===== src/rtl/mac_result_quantizer.sv =====
// mac_result_quantizer: rounds, shifts and saturates a wide MAC accumulator result into a narrow signed sample
//
// Two registered stages with valid/ready on both sides:
//   stage 1 : arithmetic right shift by min(shift, ACC_WIDTH-1) with round-half-up,
//             kept ACC_WIDTH+1 bits wide so the rounding carry can never wrap
//   stage 2 : clip to the signed DATA_WIDTH range and flag clipped samples
//
// Ports:
//   clk        in   clock, all state changes on the rising edge
//   rst_n      in   asynchronous active-low reset
//   in_valid   in   in_acc/shift valid
//   in_ready   out  stage 1 can accept this cycle
//   in_acc     in   ACC_WIDTH signed accumulator value
//   shift      in   SHIFT_W right-shift amount, sampled with in_acc
//   out_valid  out  out_data/out_sat valid
//   out_ready  in   consumer accepts
//   out_data   out  DATA_WIDTH quantized signed sample
//   out_sat    out  this sample was clipped
//
// Optional build macro MAC_QUANT_SAT_CNT_EN adds:
//   sat_clr    in   synchronous clear of sat_count (wins over a coincident increment)
//   sat_count  out  16-bit saturating count of clipped samples handed downstream
module mac_result_quantizer #(
    parameter int DATA_WIDTH = 16,
    parameter int ACC_WIDTH  = 2 * DATA_WIDTH,
    parameter int SHIFT_W    = 5
) (
    input  logic                  clk,
    input  logic                  rst_n,
    input  logic                  in_valid,
    output logic                  in_ready,
    input  logic [ACC_WIDTH-1:0]  in_acc,
    input  logic [SHIFT_W-1:0]    shift,
    output logic                  out_valid,
    input  logic                  out_ready,
    output logic [DATA_WIDTH-1:0] out_data,
`ifdef MAC_QUANT_SAT_CNT_EN
    input  logic                  sat_clr,
    output logic [15:0]           sat_count,
`endif
    output logic                  out_sat
);

    // One guard bit above the accumulator absorbs the rounding carry.
    localparam int EW = ACC_WIDTH + 1;
    localparam logic signed [EW-1:0] MAX_V = {{(EW - DATA_WIDTH + 1){1'b0}}, {(DATA_WIDTH - 1){1'b1}}};
    localparam logic signed [EW-1:0] MIN_V = {{(EW - DATA_WIDTH + 1){1'b1}}, {(DATA_WIDTH - 1){1'b0}}};

    logic                   s1_valid_q, s1_valid_d;
    logic signed [EW-1:0]   s1_q, s1_d;
    logic                   out_valid_q, out_valid_d;
    logic [DATA_WIDTH-1:0]  out_data_q, out_data_d;
    logic                   out_sat_q, out_sat_d;
    logic                   s1_ready, s2_ready, in_fire, s1_adv;
    logic                   too_big, too_small;
    int unsigned            s_eff;
    logic signed [EW-1:0]   round_w, sum_w;

    assign s2_ready  = !out_valid_q || out_ready;
    assign s1_ready  = !s1_valid_q || s2_ready;
    assign in_ready  = s1_ready;
    assign in_fire   = in_valid && s1_ready;
    assign s1_adv    = s1_valid_q && s2_ready;
    assign too_big   = s1_q > MAX_V;
    assign too_small = s1_q < MIN_V;

    assign out_valid = out_valid_q;
    assign out_data  = out_data_q;
    assign out_sat   = out_sat_q;

    always_comb begin
        s_eff       = (32'(shift) > 32'(ACC_WIDTH - 1)) ? 32'(ACC_WIDTH - 1) : 32'(shift);
        round_w     = (s_eff != 0) ? (EW'(1) << (s_eff - 1)) : '0;
        sum_w       = $signed({in_acc[ACC_WIDTH-1], in_acc}) + round_w;
        s1_d        = in_fire ? (sum_w >>> s_eff) : s1_q;
        // When stage 1 is ready it is either empty or emptying, so its next valid is just in_valid.
        s1_valid_d  = s1_ready ? in_valid : s1_valid_q;
        out_valid_d = s2_ready ? s1_valid_q : out_valid_q;
        out_sat_d   = s1_adv ? (too_big || too_small) : out_sat_q;
        out_data_d  = !s1_adv  ? out_data_q :
                      too_big   ? MAX_V[DATA_WIDTH-1:0] :
                      too_small ? MIN_V[DATA_WIDTH-1:0] : s1_q[DATA_WIDTH-1:0];
    end

    always_ff @(posedge clk or negedge rst_n) begin
        if (!rst_n) begin
            s1_valid_q  <= 1'b0;
            s1_q        <= '0;
            out_valid_q <= 1'b0;
            out_data_q  <= '0;
            out_sat_q   <= 1'b0;
        end else begin
            s1_valid_q  <= s1_valid_d;
            s1_q        <= s1_d;
            out_valid_q <= out_valid_d;
            out_data_q  <= out_data_d;
            out_sat_q   <= out_sat_d;
        end
    end

`ifdef MAC_QUANT_SAT_CNT_EN
    logic [15:0] sat_cnt_q, sat_cnt_d;

    assign sat_count = sat_cnt_q;

    always_comb
        sat_cnt_d = sat_clr ? '0 :
                    (out_valid_q && out_ready && out_sat_q && sat_cnt_q != 16'hFFFF) ? sat_cnt_q + 16'd1 :
                    sat_cnt_q;

    always_ff @(posedge clk or negedge rst_n) begin
        if (!rst_n) sat_cnt_q <= '0;
        else        sat_cnt_q <= sat_cnt_d;
    end
`endif

endmodule


===== config.mk =====
export PLATFORM = sky130hd
export DESIGN_NAME = mac_result_quantizer
export DESIGN_NICKNAME = d
export VERILOG_FILES = /design/src/rtl/mac_result_quantizer.sv
export SDC_FILE = /design/constraint.sdc
export NUM_CORES = 1
export LEC_CHECK = 0
export ABC_AREA = 0
export CORE_MARGIN = 2
export CORE_UTILIZATION = 60
export CTS_BUF_LIST = sky130_fd_sc_hd__clkbuf_4 sky130_fd_sc_hd__clkbuf_8 sky130_fd_sc_hd__clkbuf_16
export CTS_CLUSTER_DIAMETER = 30
export CTS_CLUSTER_SIZE = 30
export DETAILED_ROUTE_END_ITERATION = 7
export MAX_ROUTING_LAYER = met4
export PLACE_DENSITY_LB_ADDON = 0.2
export SLEW_MARGIN = 5
export SYNTH_ARGS = -nofsm -noshare
export SYNTH_HDL_FRONTEND = slang
export SYNTH_SLANG_ARGS = --single-unit

===== constraint.sdc =====
create_clock -name clk -period 2.1 [get_ports clk]
set_input_delay 0.21 -clock clk [delete_from_list [all_inputs] [get_ports clk]]
set_output_delay 0.21 -clock clk [all_outputs]
set_load 0.02 [all_outputs]

==> results of run 1 <==
==> stage by stage <==
stage / hold WS, ns / std cells / setup slack (ns) / cell area (um2)
floorplan: -0.0856 / 902 / -2.26 / 7260
global placement: 0.343 / 1295 / -2.92 / 9570
detailed placement: 0.347 / 1295 / -3.07 / 9570
==> cell families after synthesis <==
group,Yosys count,share of synthesized area
compound gates,302,0.325
xor+xnor,28,0.0363
fa+ha+maj,35,0.0641
buf+inv,73,0.0480
flops,52,0.187
mux,54,0.0939
simple gates,358,0.246
==> impl_metrics.toml, run 1 <==
[outcome]
status = "aborted with a tool error"
haltStage = "clock tree synthesis (4_1_cts)"
tool.error = "[ERROR DPL-0033] detailed placement checks failed during check placement."

[synth]
synth_area_per_cell_um2 = 7.71
synth_top_area_frac = 0.187
ys_ff_latch = 52
syn_nets = 978
ys_seq_area_frac = 0.187
ys_warn_count = 0
synth_area_leaders = "dfrtp_1 19%, nor2_1 6.3%, ha_1 6.1%"
synth.distinct_cells = 99
synthCells = 902
synth-edff-count = 0
synth.most_common_cell = "nor2_1"
synth_ff_type = "dfrtp_1"
synth_top_cell_by_area = "dfrtp_1"
synthTopCellsByCount = "116 x nor2_1, 110 x nand2_1, 57 x a21oi_1, 57 x o21ai_0, 52 x dfrtp_1"
async_flop_share = 1.00
netlist_area_um2 = 6950

[clocking]
h-tree-depth = 2
postCtsResizedCells = 244
post-cts-setup-buffer-count = 38
cts-root-buf = "clkbuf_16"
cts.sinks = 52
clk_path_buf_depth = 2
cts_buffers = 5
postCtsHoldBufs = 0

[floorplan]
initial_utilization = 0.612
die_w_um = 112
ios = 60
chipHeight_um = 112
rows = 39

[placement]
dp_hpwl_um = 21400
io_buffers = 59
gp_congestion = 1.06
==> run 2, diff against run 1 <==
==> config.mk (replaced) <==
export PLATFORM = sky130hd
export DESIGN_NAME = mac_result_quantizer
export DESIGN_NICKNAME = d
export VERILOG_FILES = /design/src/rtl/mac_result_quantizer.sv
export SDC_FILE = /design/constraint.sdc
export NUM_CORES = 1
export LEC_CHECK = 0
export ABC_AREA = 0
export CORE_MARGIN = 2
export CORE_UTILIZATION = 40
export DETAILED_ROUTE_END_ITERATION = 7
export PLACE_DENSITY_LB_ADDON = 0.15
export SLEW_MARGIN = 5
export SYNTH_ARGS = -nofsm -noshare
export SYNTH_HDL_FRONTEND = slang
export SYNTH_SLANG_ARGS = --single-unit
==> impl_metrics.toml, run 2 <==
[synth]
syn_nets = 978
synth-edff-count = 0
ys_seq_area_frac = 0.187
netlist_area_um2 = 6950
synth-compound-area-share = 0.325
ys_ff_latch = 52
synth.most_common_cell = "nor2_1"
synth_area_leaders = "dfrtp_1 19%, nor2_1 6.3%, ha_1 6.1%"
synth_xor_area_frac = 0.0363
synthSimpleGateAreaFrac = 0.246
synth_top_cell_by_area = "dfrtp_1"
synth_top_area_frac = 0.187
synth_top_family_by_area = "compound AO/OA/AOI/OAI gates"
synthAdderAreaFrac = 0.0641
muxShareOfSynthArea = 0.0939
async_flop_share = 1.00
synth_ff_type = "dfrtp_1"
synthTopCellsByCount = "116 x nor2_1, 110 x nand2_1, 57 x a21oi_1, 57 x o21ai_0, 52 x dfrtp_1"
synth.distinct_cells = 99
ys_warn_count = 0
synth_area_per_cell_um2 = 7.71
synthCells = 902

[clocking]
cts.clk_slew.worst_paths_ns = 0.07
cts-root-buf = "clkbuf_16"
h-tree-depth = 2
cts_buffers = 5
cts.sinks = 52
cts_tree = "built"
clkLatencyLatePin_ns = 0.30
clk_path_buf_depth = 2

[global_route]
track_usage = 0.308
antenna_found_initial = 0
grt_max_degree = 53
grt.overflow.total = 0
grt_pass1_wl_um = 44900
grt_pass1_vias = 8308

[placement]
gp_congestion = 0.912
dpl_cell_area_um2 = 9680
dp_hpwl_um = 20900
io_buffers = 59
pre_cts_ws_ns = -3.32

[critical_path]
end_kind = "register"
cp.required_ns = 2.27
cp_top_family = "simple AND/OR/NAND/NOR gates"
critPathBufInv = 7
startpoint_type = "input pin"
cp_slowest_stage_delay_ns = 0.43
worstPathMaxFanout = 18
reg2reg_to = "out_data[3]"
crit_arrival_ns = 4.41
reg2reg_slack_ns = 0.27
crit_chain = "buf_12, buf_4, buf_4, or3_4, or2_4, nor2_1, ha_2, buf_4, nand2_1, a21oi_2, nand4_1, buf_6, buf_6, nand2_2, mux2i_1, o211ai_1, buf_4, mux2i_1, o22ai_2, a221oi_2, a31oi_1"
reg2reg_depth = 7
r2r_start = "s1_q[31]"
crit_slowest_cell = "or3_4"
crit_type = "input pin to register"
crit_top_cell = "buf_4"

[routing]
antenna_left = 0
drc = 0
wirelength_um = 31000
firstDrtPassIters = 8
wl_per_cell_um = 21.2
drtIter0Drc = 1110
dr_total_vias = 9100
routed_via_density = 6.23

[pwr]
power.total_w = 0.00528
irDropWorstVdd_mv = 0.397
p_per_area_nw_per_um2 = 434
p_leak_nw = 5.19

[timing]
setup_viol = 33
timing.final.crit_share = 2.02
min_period_ns = 4.24
worst_pin_slew_ns = 0.657
fin_ws_ns = -2.14
clock.fmax_mhz = 236
rsz0062_at_grt = "yes"
final_max_slew_viol_count = 0
finalClockSkew_ns = 0.00783
hold_viol = 0
relSlewSlack = 0.562

[cells_and_area]
final_cell_mix = "277 x buf_4, 97 x nand2_1, 93 x nor2_1"
fin_area_um2 = 12200
nets = 1311
multi_input_area_um2 = 6980
area_delta_synth_final_pct = 75.1
final_common_cell = "buf_4"
n_antenna_cell = 0
largest-register = "s1_q"
drive_above_1_share = 0.498
seqCellArea_um2 = 1300
largest_reg_flops = 33
fin_util = 0.711
nFillCells = 1227

[floorplan]
dieArea_um2 = 18500
chipHeight_um = 136
core_area_um2 = 17100
initial_utilization = 0.406
rows = 48
ios = 60
die_w_um = 136

[job]
drv_cap = 0

[outcome]
violations = "setup timing"
status = "finished with violations"

[min_path]
worstHoldPathType = "input pin to asynchronous set/reset pin"
-- run 2: cell counts after synthesis --
No cell type changed its count.
-- run 2: worst register-to-register path: stages (launching register included) --
cell and delay, ns:
dfrtp_1 0.39, nor4_1 0.34, nand4_1 0.16, nor4_1 0.20, nor2_1 0.18, buf_12 0.18
nor2_1 0.12, o21ai_0 0.11
-- run 2: worst max-delay path by stage --
| stage | slack, ns | endpoint | depth (start not counted) | start |
|---|---|---|---|---|
| finish | -2.14 | s1_q[6] | 21 | shift[0] |
| global route | -2.21 | s1_q[6] | 23 | shift[0] |
| CTS | -1.96 | s1_q[0] | 21 | shift[1] |
| detailed placement | -3.32 | s1_q[10] | 22 | shift[1] |
| global placement | -3.34 | s1_q[10] | 22 | shift[1] |
| floorplan | -2.26 | s1_q[5] | 21 | shift[0] |
-- run 2: kinds of logic (layout without fill, tap and decap cells) --
group	Yosys count	in the layout
compound gates	302	302
simple gates	358	358
flops	52	52
mux	54	54
fa+ha+maj	35	35
buf+inv	73	407
xor+xnor	28	28
-- run 2: routing by layer --
layer / global-route usage / vias to the layer above / wire [um]
met5: 0 / - / 0
li1: - / 4096 / -
met2: 0.506 / 506 / 14300
met4: 0.0914 / 0 / 1730
met3: 0.0354 / 151 / 2280
met1: 0.426 / 4347 / 12600
-- run 2: where the power goes --
group | total [W] | switching [W] | internal, W | leakage [nW]
Combinational | 0.00296 | 0.00152 | 0.00144 | 4.49
Sequential | 0.00136 | 0.000155 | 0.00120 | 0.623
Clock | 0.000957 | 0.000389 | 0.000568 | 0.0815
Total | 0.00528 | 0.00207 | 0.00321 | 5.19
-- run 2: per-stage QoR --
| step | std cells | setup TNS [ns] | hold slack [ns] |
|---|---|---|---|
| 6_report | 1461 | -64.21 | 0.0143 |
| 5_1_grt | 1461 | -67.53 | 0.0845 |
| 4_1_cts | 1421 | -59.46 | 0.0660 |
| 3_5_place_dp | 1376 | -97.44 | 0.376 |
| 3_3_place_gp | 1376 | -97.66 | 0.379 |
| 2_1_floorplan | 902 | -68.92 | -0.0856 |
-- run 2: final cells by class --
type	instances	area share
well taps	225	0.0231
clock buffers	6	0.0106
multi-input cells	777	0.573
flip-flops and latches	52	0.107
inverters	12	0.00534
repair buffers	387	0.277
clock inverters	2	0.00319
-- run 2: timing repair --
item / in CTS / in global routing
hold buffers: 0 / 0
setup endpoints to repair: 33 / 33
setup buffers: 37 / 42
pin swaps: 83 / 88
gates cloned: 3 / 0
resized for setup: 230 / 129
Power figures use the tool's default switching activity.
